`config.mk`:
```
export PLATFORM = sky130hd
export DESIGN_NAME = sequenciador_posicionamento
export DESIGN_NICKNAME = d
export VERILOG_FILES = /design/src/rtl/sequenciador_posicionamento.sv
export SDC_FILE = /design/constraint.sdc
export NUM_CORES = 1
export LEC_CHECK = 0
export ABC_CLOCK_PERIOD_IN_PS = 1600
export BUFFER_PORTS_ARGS = -buffer_cell sky130_fd_sc_hd__buf_4
export CAP_MARGIN = 0
export CELL_PAD_IN_SITES_DETAIL_PLACEMENT = 0
export CELL_PAD_IN_SITES_GLOBAL_PLACEMENT = 1
export CORE_ASPECT_RATIO = 2
export CORE_MARGIN = 5
export CORE_UTILIZATION = 30
export CTS_BUF_LIST = sky130_fd_sc_hd__clkbuf_8
export DETAILED_ROUTE_END_ITERATION = 10
export PLACE_DENSITY_LB_ADDON = 0.1
export SLEW_MARGIN = 20
export SYNTH_ARGS = -nofsm -noshare
export SYNTH_HDL_FRONTEND = slang
export SYNTH_SLANG_ARGS = --single-unit
```
`constraint.sdc`:
```
create_clock -name clk -period 1.6 [get_ports clk]
set_input_delay 0.32 -clock clk [delete_from_list [all_inputs] [get_ports clk]]
set_output_delay 0.32 -clock clk [all_outputs]
set_load 0.01 [all_outputs]
```
`src/rtl/sequenciador_posicionamento.sv`:
```
// Ship-placement sequencer: walks both players through 11 ships each, latches the
// confirmed coordinates and hands one placement at a time to the Validador.
module sequenciador_posicionamento #(
    parameter int N_NAVIOS = 11,
    parameter int TAM_TAB  = 8,
    parameter int TIMEOUT  = 64
) (
    input  logic       clk,
    input  logic       rst_n,
    input  logic       start,
    input  logic       confirma,
    input  logic [3:0] x_in,
    input  logic [3:0] y_in,
    input  logic       direcao_in,
    input  logic [2:0] orientacao_in,
    input  logic       ready,
    input  logic       conflito,
    output logic       enable,
    output logic [2:0] tipo,
    output logic       direcao,
    output logic [2:0] orientacao,
    output logic [3:0] x1,
    output logic [3:0] y1,
    output logic       jogador,
    output logic [3:0] indice_navio,
    output logic       erro,
    output logic       concluido,
    output logic       falha
);

    localparam int         CW        = $clog2(TIMEOUT + 1);
    localparam logic [3:0] LIM_COORD = 4'(TAM_TAB);
    localparam logic [3:0] ULTIMO    = 4'(N_NAVIOS - 1);
    localparam logic [CW-1:0] CNT_MAX = CW'(TIMEOUT - 1);

    typedef enum logic [2:0] {
        OCIOSO    = 3'd0,
        AGUARDA   = 3'd1,
        VALIDA    = 3'd2,
        CONCLUIDO = 3'd3,
        FALHA     = 3'd4
    } estado_t;

    estado_t       estado_q, estado_d;
    logic [CW-1:0] cnt_q, cnt_d;
    logic          enable_q, enable_d;
    logic [2:0]    tipo_q, tipo_d;
    logic          direcao_q, direcao_d;
    logic [2:0]    orientacao_q, orientacao_d;
    logic [3:0]    x1_q, x1_d;
    logic [3:0]    y1_q, y1_d;
    logic          jogador_q, jogador_d;
    logic [3:0]    indice_q, indice_d;
    logic          erro_q, erro_d;
    logic          concluido_q, concluido_d;
    logic          falha_q, falha_d;
    logic          faixa_ok_s;

    // Fleet composition: five 000, two 001, two 010, one 011, one 100.
    function automatic logic [2:0] tipo_de(input logic [3:0] idx);
        logic [2:0] t;
        case (idx)
            4'd0, 4'd1, 4'd2, 4'd3, 4'd4: t = 3'b000;
            4'd5, 4'd6:                   t = 3'b001;
            4'd7, 4'd8:                   t = 3'b010;
            4'd9:                         t = 3'b011;
            4'd10:                        t = 3'b100;
            default:                      t = 3'b000;
        endcase
        return t;
    endfunction

    assign faixa_ok_s = (x_in < LIM_COORD) && (y_in < LIM_COORD) && (orientacao_in <= 3'd3);

    // Next-state and next-output computation for the placement sequence.
    always_comb begin
        estado_d     = estado_q;
        cnt_d        = cnt_q;
        enable_d     = enable_q;
        tipo_d       = tipo_q;
        direcao_d    = direcao_q;
        orientacao_d = orientacao_q;
        x1_d         = x1_q;
        y1_d         = y1_q;
        jogador_d    = jogador_q;
        indice_d     = indice_q;
        erro_d       = 1'b0;
        concluido_d  = concluido_q;
        falha_d      = falha_q;
        case (estado_q)
            OCIOSO: begin
                if (start) begin
                    estado_d  = AGUARDA;
                    jogador_d = 1'b0;
                    indice_d  = 4'd0;
                    tipo_d    = tipo_de(4'd0);
                end else begin
                    estado_d = OCIOSO;
                end
            end
            AGUARDA: begin
                if (confirma && !faixa_ok_s) begin
                    erro_d = 1'b1;
                end else if (confirma) begin
                    x1_d         = x_in;
                    y1_d         = y_in;
                    // Only non-000 ships have a direction; only 010 (hidroaviao) rotates.
                    direcao_d    = (tipo_q == 3'b000) ? 1'b0 : direcao_in;
                    orientacao_d = (tipo_q == 3'b010) ? orientacao_in : 3'd0;
                    enable_d     = 1'b1;
                    cnt_d        = '0;
                    estado_d     = VALIDA;
                end else begin
                    estado_d = AGUARDA;
                end
            end
            VALIDA: begin
                if (ready && conflito) begin
                    enable_d = 1'b0;
                    erro_d   = 1'b1;
                    estado_d = AGUARDA;
                end else if (ready) begin
                    enable_d = 1'b0;
                    if (indice_q != ULTIMO) begin
                        indice_d = indice_q + 4'd1;
                        tipo_d   = tipo_de(indice_q + 4'd1);
                        estado_d = AGUARDA;
                    end else if (!jogador_q) begin
                        jogador_d = 1'b1;
                        indice_d  = 4'd0;
                        tipo_d    = tipo_de(4'd0);
                        estado_d  = AGUARDA;
                    end else begin
                        concluido_d = 1'b1;
                        estado_d    = CONCLUIDO;
                    end
                end else if (cnt_q == CNT_MAX) begin
                    enable_d = 1'b0;
                    falha_d  = 1'b1;
                    estado_d = FALHA;
                end else begin
                    cnt_d = cnt_q + CW'(1);
                end
            end
            CONCLUIDO, FALHA: begin
                if (start) begin
                    concluido_d = 1'b0;
                    falha_d     = 1'b0;
                    jogador_d   = 1'b0;
                    indice_d    = 4'd0;
                    tipo_d      = tipo_de(4'd0);
                    estado_d    = AGUARDA;
                end else begin
                    estado_d = estado_q;
                end
            end
            default: begin
                estado_d = OCIOSO;
                enable_d = 1'b0;
            end
        endcase
    end

    // State and output registers; reset drops enable without waiting for a clock.
    always_ff @(posedge clk or negedge rst_n) begin
        if (!rst_n) begin
            estado_q     <= OCIOSO;
            cnt_q        <= '0;
            enable_q     <= 1'b0;
            tipo_q       <= 3'b000;
            direcao_q    <= 1'b0;
            orientacao_q <= 3'd0;
            x1_q         <= 4'd0;
            y1_q         <= 4'd0;
            jogador_q    <= 1'b0;
            indice_q     <= 4'd0;
            erro_q       <= 1'b0;
            concluido_q  <= 1'b0;
            falha_q      <= 1'b0;
        end else begin
            estado_q     <= estado_d;
            cnt_q        <= cnt_d;
            enable_q     <= enable_d;
            tipo_q       <= tipo_d;
            direcao_q    <= direcao_d;
            orientacao_q <= orientacao_d;
            x1_q         <= x1_d;
            y1_q         <= y1_d;
            jogador_q    <= jogador_d;
            indice_q     <= indice_d;
            erro_q       <= erro_d;
            concluido_q  <= concluido_d;
            falha_q      <= falha_d;
        end
    end

    assign enable       = enable_q;
    assign tipo         = tipo_q;
    assign direcao      = direcao_q;
    assign orientacao   = orientacao_q;
    assign x1           = x1_q;
    assign y1           = y1_q;
    assign jogador      = jogador_q;
    assign indice_navio = indice_q;
    assign erro         = erro_q;
    assign concluido    = concluido_q;
    assign falha        = falha_q;

endmodule
```
==> run summary, run 1 <==
Top flip-flop cell by instance count after synthesis: sky130_fd_sc_hd__dfrtp_1. The average cell area after synthesis is 9.775 sq um. In the global route stage, met2 resource usage came out at 29.29%. The relative contribution of the clock network to total power is 25.0%, and the final-report max-slew violation count is 0.

In the layout the commonest cells are 82 x sky130_fd_sc_hd__buf_4, 30 x sky130_fd_sc_hd__dfrtp_1, 18 x sky130_fd_sc_hd__nand2_1. The biggest area contributor in the post-synthesis netlist is sky130_fd_sc_hd__dfrtp_1. After clock tree synthesis, the clock-pin slew on the worst setup and hold paths is 0.08 ns. The longest clock path from root to sink contains 2 buffers. The remaining design rule violation count is 0.

The most used routing layer in global routing is met2. The number of placement rows is 41. The tools report the detailed-router iteration count before antenna repair as 4.

The hold violation count in the final report came out at 0. Number of input and output port buffers inserted: 41. For this run, the total global-route usage over all layers was measured as 15.00%. Setup violations remaining at the end of the flow were counted as 16. Layout overhead on the synthesized area: 50.03%. For the part of the total power dissipated in combinational logic, the log shows 44.5%. The worst setup path is of the reg -> reg kind. The source of the worst register-to-register timing path is estado_q[1]. Power dissipated by switching net loads: 1.284 mW.

The die is 123.3 um tall. The yosys synthesis warning count came out at 0. Before CTS, the worst setup slack after placement is -0.1253 ns. The routed layout has 1848 vias. Registers take 855.8 sq um.

The run gives 0 as the max capacitance violation total. The HPWL after detailed placement is 4509 um. In this run the cell area of the synthesized design comes to 1926 sq um. Internal power of the cells: 2.592 mW. The number of enable-type register cells in the synthesized netlist works out to 0.

The worst setup path is captured at a flip-flop. After detailed placement, the total cell area comes to 2600 sq um. The buffers plus inverters on the worst setup path came out at 1. The flow ran to the end, but the final reports show violations. Buffers inserted during clock tree synthesis total 5.

The die covers 8218 sq um. The run gives 0.004659 ns as the final worst clock skew. The first global-routing pass estimated 9232 um of wire. In this run the worst hold path is classified as in -> reg.

The run gives 1884 as the via count of the first global-routing pass. The checks that failed: negative setup slack. The portion of synthesized cell area occupied by the leading cell type works out to 44.18%. The critical-path maximum fanout is 15.

Setup repair after global routing could not meet its margin everywhere. TritonCTS built the clock tree. The worst hold path begins at x_in[2].

The H-tree level count was 2; the worst path setup slack after routing was -0.1282 ns. For the number of antenna violations at the first check in global routing, the log shows 0. Global routing used 3.000% of the available met3 tracks.

The run gives 578.6 MHz as the timing-limited maximum frequency. By area the synthesized netlist is led by sky130_fd_sc_hd__dfrtp_1 44%, sky130_fd_sc_hd__mux2_2 4.1%, sky130_fd_sc_hd__ha_1 3.9%, sky130_fd_sc_hd__nand2_1 3.5%, sky130_fd_sc_hd__a21oi_1 2.6%. The post-synthesis async set-or-reset flop share is 100.0%. Leaving out fill and tap cells, the most frequent cell in the layout is sky130_fd_sc_hd__buf_4.

Number of nets produced by synthesis: 221. For the placeable core area, the log shows 6310 sq um. After detailed routing, the average wire length per cell comes to 16.07 um.

The largest stage delay on the critical path came out at 0.45 ns. Counting flops and latches in the post-synthesis netlist gives 34. In this run the remaining antenna-violating nets after routing total 0. The ratio of final minimum period to clock period is 108.0%, and the total grt overflow is 0.

The logs give 0.7840 for the placer congestion estimate and 30.52% for the initial core utilization. The worst path in the final design needs a cycle of 1.728 ns, including I/O delays and setup. The logs give 51 for the number of distinct library cells after synthesis and 3.877 mW for the overall power consumption.

Slowest cell on the critical path: sky130_fd_sc_hd__or4_4. The tools report the gate count after technology mapping as 197. The tools report the clock tree root driver cell as sky130_fd_sc_hd__clkbuf_8.

Source-to-sink clock delay at the later pin of the worst-skew pair: 0.29 ns. At the end of the flow the core is filled with cells to 45.79%. For met1 alone, demand over resource in global routing was 15.34%. For this block, the routed nets add up to 5899 um of wire. The switching power share of the total was 33.13%.

The sum of negative setup slack is -1.364 ns, and the top-level I/O count is 42. Headroom to the max-slew limit came out at 70.02%. The run gives 35 as the largest net degree at the start of global routing. The number of antenna diodes in the final layout is 0. The most critical setup path has its startpoint at estado_q[1].

In this run the static leakage power is 1.317 nW. The run gives 304 as the final-stage net count. At the worst endpoint, the required time is 1.78 ns. The critical path arrival came out at 1.91 ns. The via count normalized by instance count was 5.035. The logs give 44.18% for the sequential area share after synthesis and 1087 sq um for the area of the multi-input gates. Counting every sink on the clock net gives 34. For the summed area of non-filler cells in the final layout, the log shows 2889 sq um. In this run the horizontal extent of the chip is 66.65 um.

The layout has 661 filler cells. Dividing total power by cell area gives a power density of 1342 nW/um^2. Per report_power, the sequential group accounts for 30.5% of the total. In this run the register-to-register setup slack is -0.13 ns. VDD sags by at most 646.6 uV. Proportion of layout cells with a drive suffix above 1: 43.77%. The kind of cell adding the most delay to the critical path was simple AND/OR/NAND/NOR gates. The initial DRC count was 83. The startpoint type of the worst setup path is a flip-flop. The critical path goes through nand4bb_4 -> or4_4 -> buf_4 -> mux2_2. Transition time of the tightest slew-check pin: 0.4497 ns.
-- final timing paths --
path                            depth (start not counted)           to
worst min register to register                          1     cnt_q[5]
max in group asynchronous                               2  estado_q[2]
worst max-delay path                                    4        x1[0]
worst max register to register                          4        x1[0]
min in group asynchronous                               2  estado_q[1]
worst min-delay path                                    2        x1[2]
-- synth_stat cells (2+ instances only) --
library cell / count
sky130_fd_sc_hd__dfrtp_1: 34
sky130_fd_sc_hd__and2_1: 4
sky130_fd_sc_hd__nand4_1: 2
sky130_fd_sc_hd__a221o_1: 2
sky130_fd_sc_hd__clkbuf_1: 7
sky130_fd_sc_hd__a32o_1: 3
sky130_fd_sc_hd__o221ai_1: 2
sky130_fd_sc_hd__o21a_1: 3
sky130_fd_sc_hd__a211o_1: 2
sky130_fd_sc_hd__buf_2: 2
sky130_fd_sc_hd__inv_1: 8
sky130_fd_sc_hd__nor2_1: 12
sky130_fd_sc_hd__nand2_1: 18
sky130_fd_sc_hd__a21oi_1: 10
sky130_fd_sc_hd__mux2i_1: 2
sky130_fd_sc_hd__o311ai_0: 2
sky130_fd_sc_hd__o21ai_0: 5
sky130_fd_sc_hd__nand3b_1: 4
sky130_fd_sc_hd__o21ai_1: 3
sky130_fd_sc_hd__a211oi_1: 2
sky130_fd_sc_hd__nor4_1: 2
sky130_fd_sc_hd__o31ai_1: 3
sky130_fd_sc_hd__nor3_1: 6
sky130_fd_sc_hd__ha_1: 6
sky130_fd_sc_hd__and3_1: 5
sky130_fd_sc_hd__mux2_2: 7
sky130_fd_sc_hd__o22ai_1: 3
sky130_fd_sc_hd__nand4b_1: 5
sky130_fd_sc_hd__nand2b_1: 5
sky130_fd_sc_hd__nand3_1: 4
sky130_fd_sc_hd__a31oi_1: 4
-- cells by family after synthesis --
logic type               share of synthesized area (%)
AO/OA/AOI/OAI                                    19.10
adder cells (fa/ha/maj)                          3.899
buffers and inverters                            4.224
flip-flops                                       44.18
multiplexers                                     5.718
AND/OR/NAND/NOR                                  22.87
-- area by class of cell --
type	count	area share, %
clock buffer	5	2.382
clock inverter	3	2.382
sequential	34	29.62
tap	86	3.725
timing repair buffer	87	23.21
inverter	8	1.039
multi-input combinational	144	37.64
-- per-layer routing --
layer / share of wire [%] / vias to the layer above
met5: 0 / -
met4: 1.2 / 0
met3: 1.9 / 6
met2: 62 / 19
met1: 35 / 925
li1: - / 898
-- metrics by stage --
stage,hold WS (ns),cells
after floorplan,0.02441,197
after global placement,0.3076,354
after detailed placement,0.3079,354
after CTS,0.2492,366
after global routing,0.2472,367
final,0.2575,367
-- repair_timing --
action | 4_1_cts | 5_1_grt
hold buffers | 1 | 0
hold endpoints to repair | 25 | 0
buffers inserted | 3 | 2
pin swaps | 3 | 6
setup endpoints to repair | 28 | 33
resized for setup | 7 | 17
-- state kept, by name, summed over array words and instances, names as in the netlist --
signal        count
indice_navio      4
x1                4
concluido         1
jogador           1
enable            1
tipo              3
orientacao        3
estado_q          3
falha             1
y1                4
cnt_q             7
erro              1
direcao           1
-- power by group through the flow --
stage	sequential [mW]	clock, mW	combinational, mW
floorplan	1.26	0	0.684
finish	1.18	0.969	1.72
CTS	1.17	0.997	1.58
detailed placement	1.19	0	1.52
global route	1.21	1.04	1.86
global placement	1.19	0	1.52
Note: power is estimated with default switching activity, not from simulation.
==> run 2, diff against run 1 <==
--- a/constraint.sdc
+++ b/constraint.sdc
@@ -3,2 +3,2 @@
 set_output_delay 0.32 -clock clk [all_outputs]
-set_load 0.01 [all_outputs]
+set_load 0.005 [all_outputs]
==> run 2 against run 1 <==
  * The run still ends with negative setup slack left
  * Via count up 1.5%
  * Power down 4.1%
  * Sequential power about the same
  * Core utilization up 0.32 points
  * Hold slack worse by 0.0057 ns
  * Clock-buffer cell count unchanged
  * Critical path depth unchanged
  * Non-clock buffer count up 4
  * Routed wire length up 1.7%
  * Register-to-register slack about the same
  * First-iteration DRC count down 28%
  * Clock power down 16%
==> run summary, run 2 (synthesis gave the netlist of run 1 again) <==
Class of the most critical hold timing path: in -> reg. The count of nets left with antenna violations after detail routing is 0, and the number of input and output port buffers inserted is 41. The die is 123.3 um tall.

For the remaining design rule violation count, the log shows 0. The tools report the total grt overflow as 0. Cells with a size suffix above 1 make up 45.26% of the layout.

The critical-path maximum fanout is 6, and the final worst clock skew is 0.006539 ns. Layout overhead on the synthesized area: 51.07%. The number of inserted diodes came out at 0. Via count of the first global-routing pass: 1906.

The clock net in this run drives a total of 34 sinks. The run gives 69.59% as the worst slew slack as a fraction of its limit. In the final routing, the length of wire on met1 measures 2127 um. Setup repair after global routing could not meet its margin everywhere. Pin placement for this block handled 42 I/O pins. TritonCTS built the clock tree.

The ratio of final minimum period to clock period was 107.3%; the hold violation count in the final report was 0. At the worst endpoint, the arrival time is 1.90 ns. Across the VDD grid, the largest voltage drop is 496.5 uV.

The H-tree was split into 2 levels. The average wire per cell in the routed design works out to 16.17 um. The run gives 5 as the number of buffers created by CTS.

The buffers plus inverters on the worst setup path was 0; the full die area was 8218 sq um. Dividing the detail-routed via count by the number of cells gives 5.057. For this configuration, the core starts out at a cell density of 30.52%. The number of antenna violations at the first check in global routing came out at 0. The startpoint type of the worst setup path is a flip-flop. Subtracting the final worst setup slack from the clock period gives 1.716 ns. On the worst path, the slowest cell contributes a delay of 0.47 ns.

The tool flagged a number of max-cap violations equal to 0. The uppermost layer routed was met4. Setup slack on the worst reg-to-reg path comes out at -0.12 ns. Global routing consumed, over all layers together, 15.64% of the routing resources.

End-of-flow core utilization: 46.10%. For the overall power consumption, the log shows 3.718 mW. For this design, the slowest cell found on the critical path is sky130_fd_sc_hd__or4_4.

The first-pass GRT wire length was 9432 um; the static leakage was 1.335 nW. The tools report the final-report max-slew violation count as 0. The run gives 1876 as the number of vias after detailed routing. After the first detailed-routing iteration, the DRC count stood at 60. The post-CTS clock slew at the launch and capture registers of the worst setup and hold paths is 0.08 ns.

Top register by number of flip-flops: cnt_q. The core region is 6310 sq um. The number of placement rows came out at 41. The run finished, with violations left. The final-stage net count is 308. The leading cell type in the layout, fill and taps excluded was sky130_fd_sc_hd__buf_4. The flip-flop count of the largest register after layout is 7, and the met2 layer wire length in the routed design is 3582 um. The run gives 4 as the detailed-router iteration count before antenna repair. Timing would allow up to 582.6 MHz. The worst path setup slack after routing is -0.1164 ns, and the half-perimeter wire length after detailed placement is 4559 um.

The final layout contains routed wiring with a total length of 5998 um. The tools report the largest net degree at the start of global routing as 35. In this run the power density over the cells is 1278 nW/um^2.

On the critical path the largest part of the delay comes from simple AND/OR/NAND/NOR gates. In the layout the commonest cells are 86 x sky130_fd_sc_hd__buf_4, 31 x sky130_fd_sc_hd__dfrtp_1, 18 x sky130_fd_sc_hd__nand2_1. The worst setup path is of the reg -> reg kind.

STA puts the critical path data required time at 1.79 ns. The final reports fail on negative setup slack. For the pin with the worst max-slew slack, the measured transition is 0.4561 ns. The met3 routed wirelength was 123 um. The placer congestion estimate came out at 0.8007.

The die is 66.65 um wide. The tree is rooted in a sky130_fd_sc_hd__clkbuf_8. Walking the worst path, the cells encountered are nand4bb_1 -> or4_4 -> o21a_1 -> a221o_1.

The worst setup path is captured at a flip-flop. Setup violations remaining at the end of the flow were counted as 17. The number of buffers on the longest clock path is 2.

The clock reaches the later pin of the worst-skew pair after 0.30 ns.
-- run 2: cell type report --
| class | count | area (sq um) |
|---|---|---|
| multi-input cells | 144 | 1102 |
| inverters | 8 | 30.03 |
| fillers | 643 | 3401 |
| repair buffers | 91 | 700.7 |
| flip-flops and latches | 34 | 854.6 |
| clock inverters | 3 | 45.04 |
| clock buffers | 5 | 68.82 |
| well taps | 86 | 107.6 |
-- run 2: repair_timing --
action | 4_1_cts | 5_1_grt
setup endpoints to repair | 28 | 30
pin swaps | 8 | 4
endpoints found under the hold margin | 34 | 0
gates cloned | 0 | 0
setup buffers | 5 | 4
hold buffers | 1 | 0
gates resized for setup | 19 | 12
-- run 2: metrics by stage --
stage / setup TNS [ns] / cell area, sq um / setup WS, ns / hold WS, ns / instances
6_report: -1.254 / 2909 / -0.1164 / 0.2518 / 371
5_1_grt: -2.190 / 2909 / -0.1680 / 0.2370 / 371
4_1_cts: -1.198 / 2828 / -0.1155 / 0.2410 / 368
3_5_place_dp: -1.624 / 2606 / -0.1346 / 0.3096 / 355
3_3_place_gp: -1.307 / 2606 / -0.1051 / 0.3094 / 355
2_1_floorplan: -0.07339 / 1934 / -0.03673 / 0.02441 / 197
-- run 2: final timing paths --
check	from	to	depth (start not counted)
hold / removal	y_in[2]	y1[2]	2
min in group asynchronous	rst_n	erro	2
hold reg to reg	cnt_q[5]	cnt_q[5]	1
setup / recovery	estado_q[2]	cnt_q[0]	4
max in group asynchronous	rst_n	estado_q[0]	2
setup reg to reg	estado_q[2]	cnt_q[0]	4
-- run 2: power breakdown --
group / internal, mW / switching [mW]
Combinational: 0.950 / 0.776
Clock: 0.463 / 0.352
Sequential: 1.05 / 0.128
-- run 2: layer usage --
metal	global-route usage, %	vias to the layer above
li1	-	902
met3	3.182	12
met4	8.270	0
met2	29.60	25
met5	0	-
met1	15.24	937
==> run 3, diff against run 2 <==
CORE_ASPECT_RATIO = not set   (was 2)
==> run 3 against run 2 <==
  * The flow finishes with violations (negative hold slack, negative setup slack)
  * Maximum frequency shrank 3.3%
  * Clock skew shrank 0.0032 ns
  * Combinational power grew 8%
  * Critical path depth is the same
  * Flip-flop and latch count is the same
  * Register-to-register slack lost 0.06 ns
  * Critical path type unchanged
  * Largest cell class unchanged
  * Largest power group unchanged
==> run summary, run 3 (synthesis gave the netlist of run 1 again) <==
The run finished, with violations left. The final reports fail on negative hold slack, negative setup slack. The slowest stage of the critical path belongs to the cell sky130_fd_sc_hd__or4_4. TritonCTS built the clock tree. The pre-antenna-repair detailed-routing pass consisted of 4 iterations. The multi-input combinational cells in the finished layout cover a total of 1136 sq um.

Source-to-sink clock delay at the later pin of the worst-skew pair: 0.28 ns. The tools report the static leakage as 1.318 nW. Leaving out fill and tap cells, the most frequent cells in the layout are 79 x sky130_fd_sc_hd__buf_4, 28 x sky130_fd_sc_hd__dfrtp_1, 18 x sky130_fd_sc_hd__nand2_1.

Setup repair after global routing could not meet its margin everywhere. The largest stage delay on the critical path is 0.53 ns. STA classifies the critical path startpoint as a flip-flop. The tree built by TritonCTS fans out to 34 sinks. The cell family contributing the most delay on the critical path is simple AND/OR/NAND/NOR gates.

The tools report the met1 track utilization from global routing as 18.10%. The logs give 0 for the final-report max-slew violation count and 1829 for the number of vias after detailed routing. The tools report the number of antenna violations at the first check in global routing as 0. On the final layout, the worst clock skew is 0.003360 ns. The worst-case hold slack is -0.01780 ns.

The critical path is of the reg -> reg type. For the finished layout, the period the worst path requires is 1.774 ns. The worst slew slack as a fraction of its limit is 69.21%, and the total track usage is 13.48%. For the timing-limited maximum frequency, the log shows 563.7 MHz. The tools report the total grt overflow as 0.

In this run the critical register-to-register path is captured at cnt_q[0]. The power density normalized to cell area works out to 1314 nW/um^2. The hold violation count in the final report was 34. In this run, the number of DRC markers left after iteration 0 of detailed routing was 50. Counting flops per register, the top entry is cnt_q. The count of nets left with antenna violations after detail routing is 0. The leading cell type in the layout, fill and taps excluded is sky130_fd_sc_hd__buf_4. The endpoint required time on the critical path is 1.77 ns, and the met2 routing resource usage after global routing is 21.95%. Via count of the first global-routing pass: 1878. Measured on the finished design, the core utilization comes to 46.35%. The run gives 5369 um as the total detailed-routing wirelength.

Of the cells placed in the final design, the portion with a size suffix greater than 1 is 47.33%. Relative to the synthesized area, the layout overhead comes to 51.98%. The tools report the max capacitance violation total as 0. The floorplan step defined a die boundary enclosing 8121 sq um.

The number of cells on the worst reg-to-reg path was 4; the register cell area after layout was 858.3 sq um. The class of the most critical hold timing path was in -> async. The run gives -0.1741 ns as the worst path setup slack after routing.

Most used routing layer in global routing: met2. The first global-routing pass estimated 9252 um of wire. At the pin with the least slew margin, the transition time is 0.4619 ns. Setup violations remaining at the end of the flow were counted as 27. Counting the fill cells in the layout gives 616.

The overall die width works out to 90.12 um. The placeable core area came out at 6314 sq um. Dividing the detail-routed via count by the number of cells gives 5.109. The logs give 2927 sq um for the summed area of non-filler cells in the final layout and 1.95 ns for the critical path arrival.

The final-stage net count is 304, and the ratio of final minimum period to clock period is 110.9%. The met3 usage in global routing came out at 3.255%. The number of buffers created by CTS was 5. In this run the deepest clock path goes through 2 buffers.

The floorplan has 29 rows. VDD sags by at most 559.2 uV. The worst register-to-register path begins at estado_q[2]. STA classifies the critical path endpoint as a flip-flop. For this configuration, the core starts out at a cell density of 30.50%. The number of inserted diodes came out at 0.

In this run the cell area measured after placement is 2577 sq um. Of all nets on the critical path, the largest fanout is 6. The post-CTS clock slew at the launch and capture registers of the worst setup and hold paths was 0.08 ns; the flip-flop count of the largest register after layout was 7.

The buffers plus inverters on the worst setup path was 0. In this run the tool buffered the top-level ports with 41 buffer cells. In this run the count of I/O pins placed on the die edge is 42. For this run, design rule violations remaining after detail routing come to 0. Clock tree root driver cell: sky130_fd_sc_hd__clkbuf_8. In the final routed layout, each cell accounts on average for 15.00 um.

The worst register-to-register path has a setup slack of -0.17 ns. In this run, post-CTS hold repair placed 0 buffers. Summed over all nets, the half-perimeter wirelength after detailed placement is 3742 um.

CTS built an H-tree with a depth of 2. Entering global routing, the biggest net connects 35 pins. The critical path goes through nand4bb_4 -> or4_4 -> o21a_1 -> a221o_1. In this run the vertical extent of the chip is 90.12 um.

The congestion estimate from routability-driven global placement came to 0.7681.
[run 3: repair_timing]
action                     CTS  global route
setup endpoints to repair   28            33
resized for setup           10            33
buffers inserted             4             4
pin swaps                    3            12
[run 3: routing by layer]
metal	routed length, um	part of all wire [%]	up-vias
met1	2531	47	887
met2	2642	49	39
li1	-	-	901
met3	166	3.1	2
met5	0	0	-
met4	29	0.54	0
[run 3: per-stage QoR]
stage | cells | setup WS [ns] | power (mW) | TNS, ns | hold slack [ns]
6_report | 358 | -0.1741 | 3.845 | -2.836 | -0.01780
2_1_floorplan | 197 | -0.03673 | 1.894 | -0.07339 | 0.02441
5_1_grt | 358 | -0.2278 | 4.140 | -4.077 | 0.01985
3_5_place_dp | 342 | -0.1752 | 2.696 | -2.776 | 0.3156
4_1_cts | 354 | -0.1499 | 3.636 | -1.610 | 0.0009788
3_3_place_gp | 342 | -0.1498 | 2.697 | -2.137 | 0.3140
[run 3: report_power, final]
group          internal, mW  switching, mW
Sequential             1.05          0.134
Combinational          1.05          0.809
Clock                 0.463          0.337
[run 3: area by class of cell]
class / instances / area share, %
clock buffers: 5 / 2.351
repair buffers: 87 / 23.64
flip-flops and latches: 34 / 29.33
clock inverters: 3 / 1.539
multi-input cells: 144 / 38.82
inverters: 8 / 1.026
well taps: 77 / 3.292
[run 3: worst register-to-register path: stages (launching register included)]
cell,delay (ns)
sky130_fd_sc_hd__dfrtp_2,0.46
sky130_fd_sc_hd__nand4bb_4,0.22
sky130_fd_sc_hd__or4_4,0.53
sky130_fd_sc_hd__o21a_1,0.15
sky130_fd_sc_hd__a221o_1,0.31
[run 3: worst max path at each step]
stage           startpoint         endpoint  depth (start not counted)
2_1_floorplan  estado_q[1]         cnt_q[0]                          4
3_3_place_gp   estado_q[0]      estado_q[1]                          6
3_5_place_dp   estado_q[0]  indice_navio[3]                          6
4_1_cts        estado_q[2]         cnt_q[0]                          4
5_1_grt        estado_q[1]         cnt_q[1]                          4
6_report       estado_q[2]         cnt_q[0]                          4
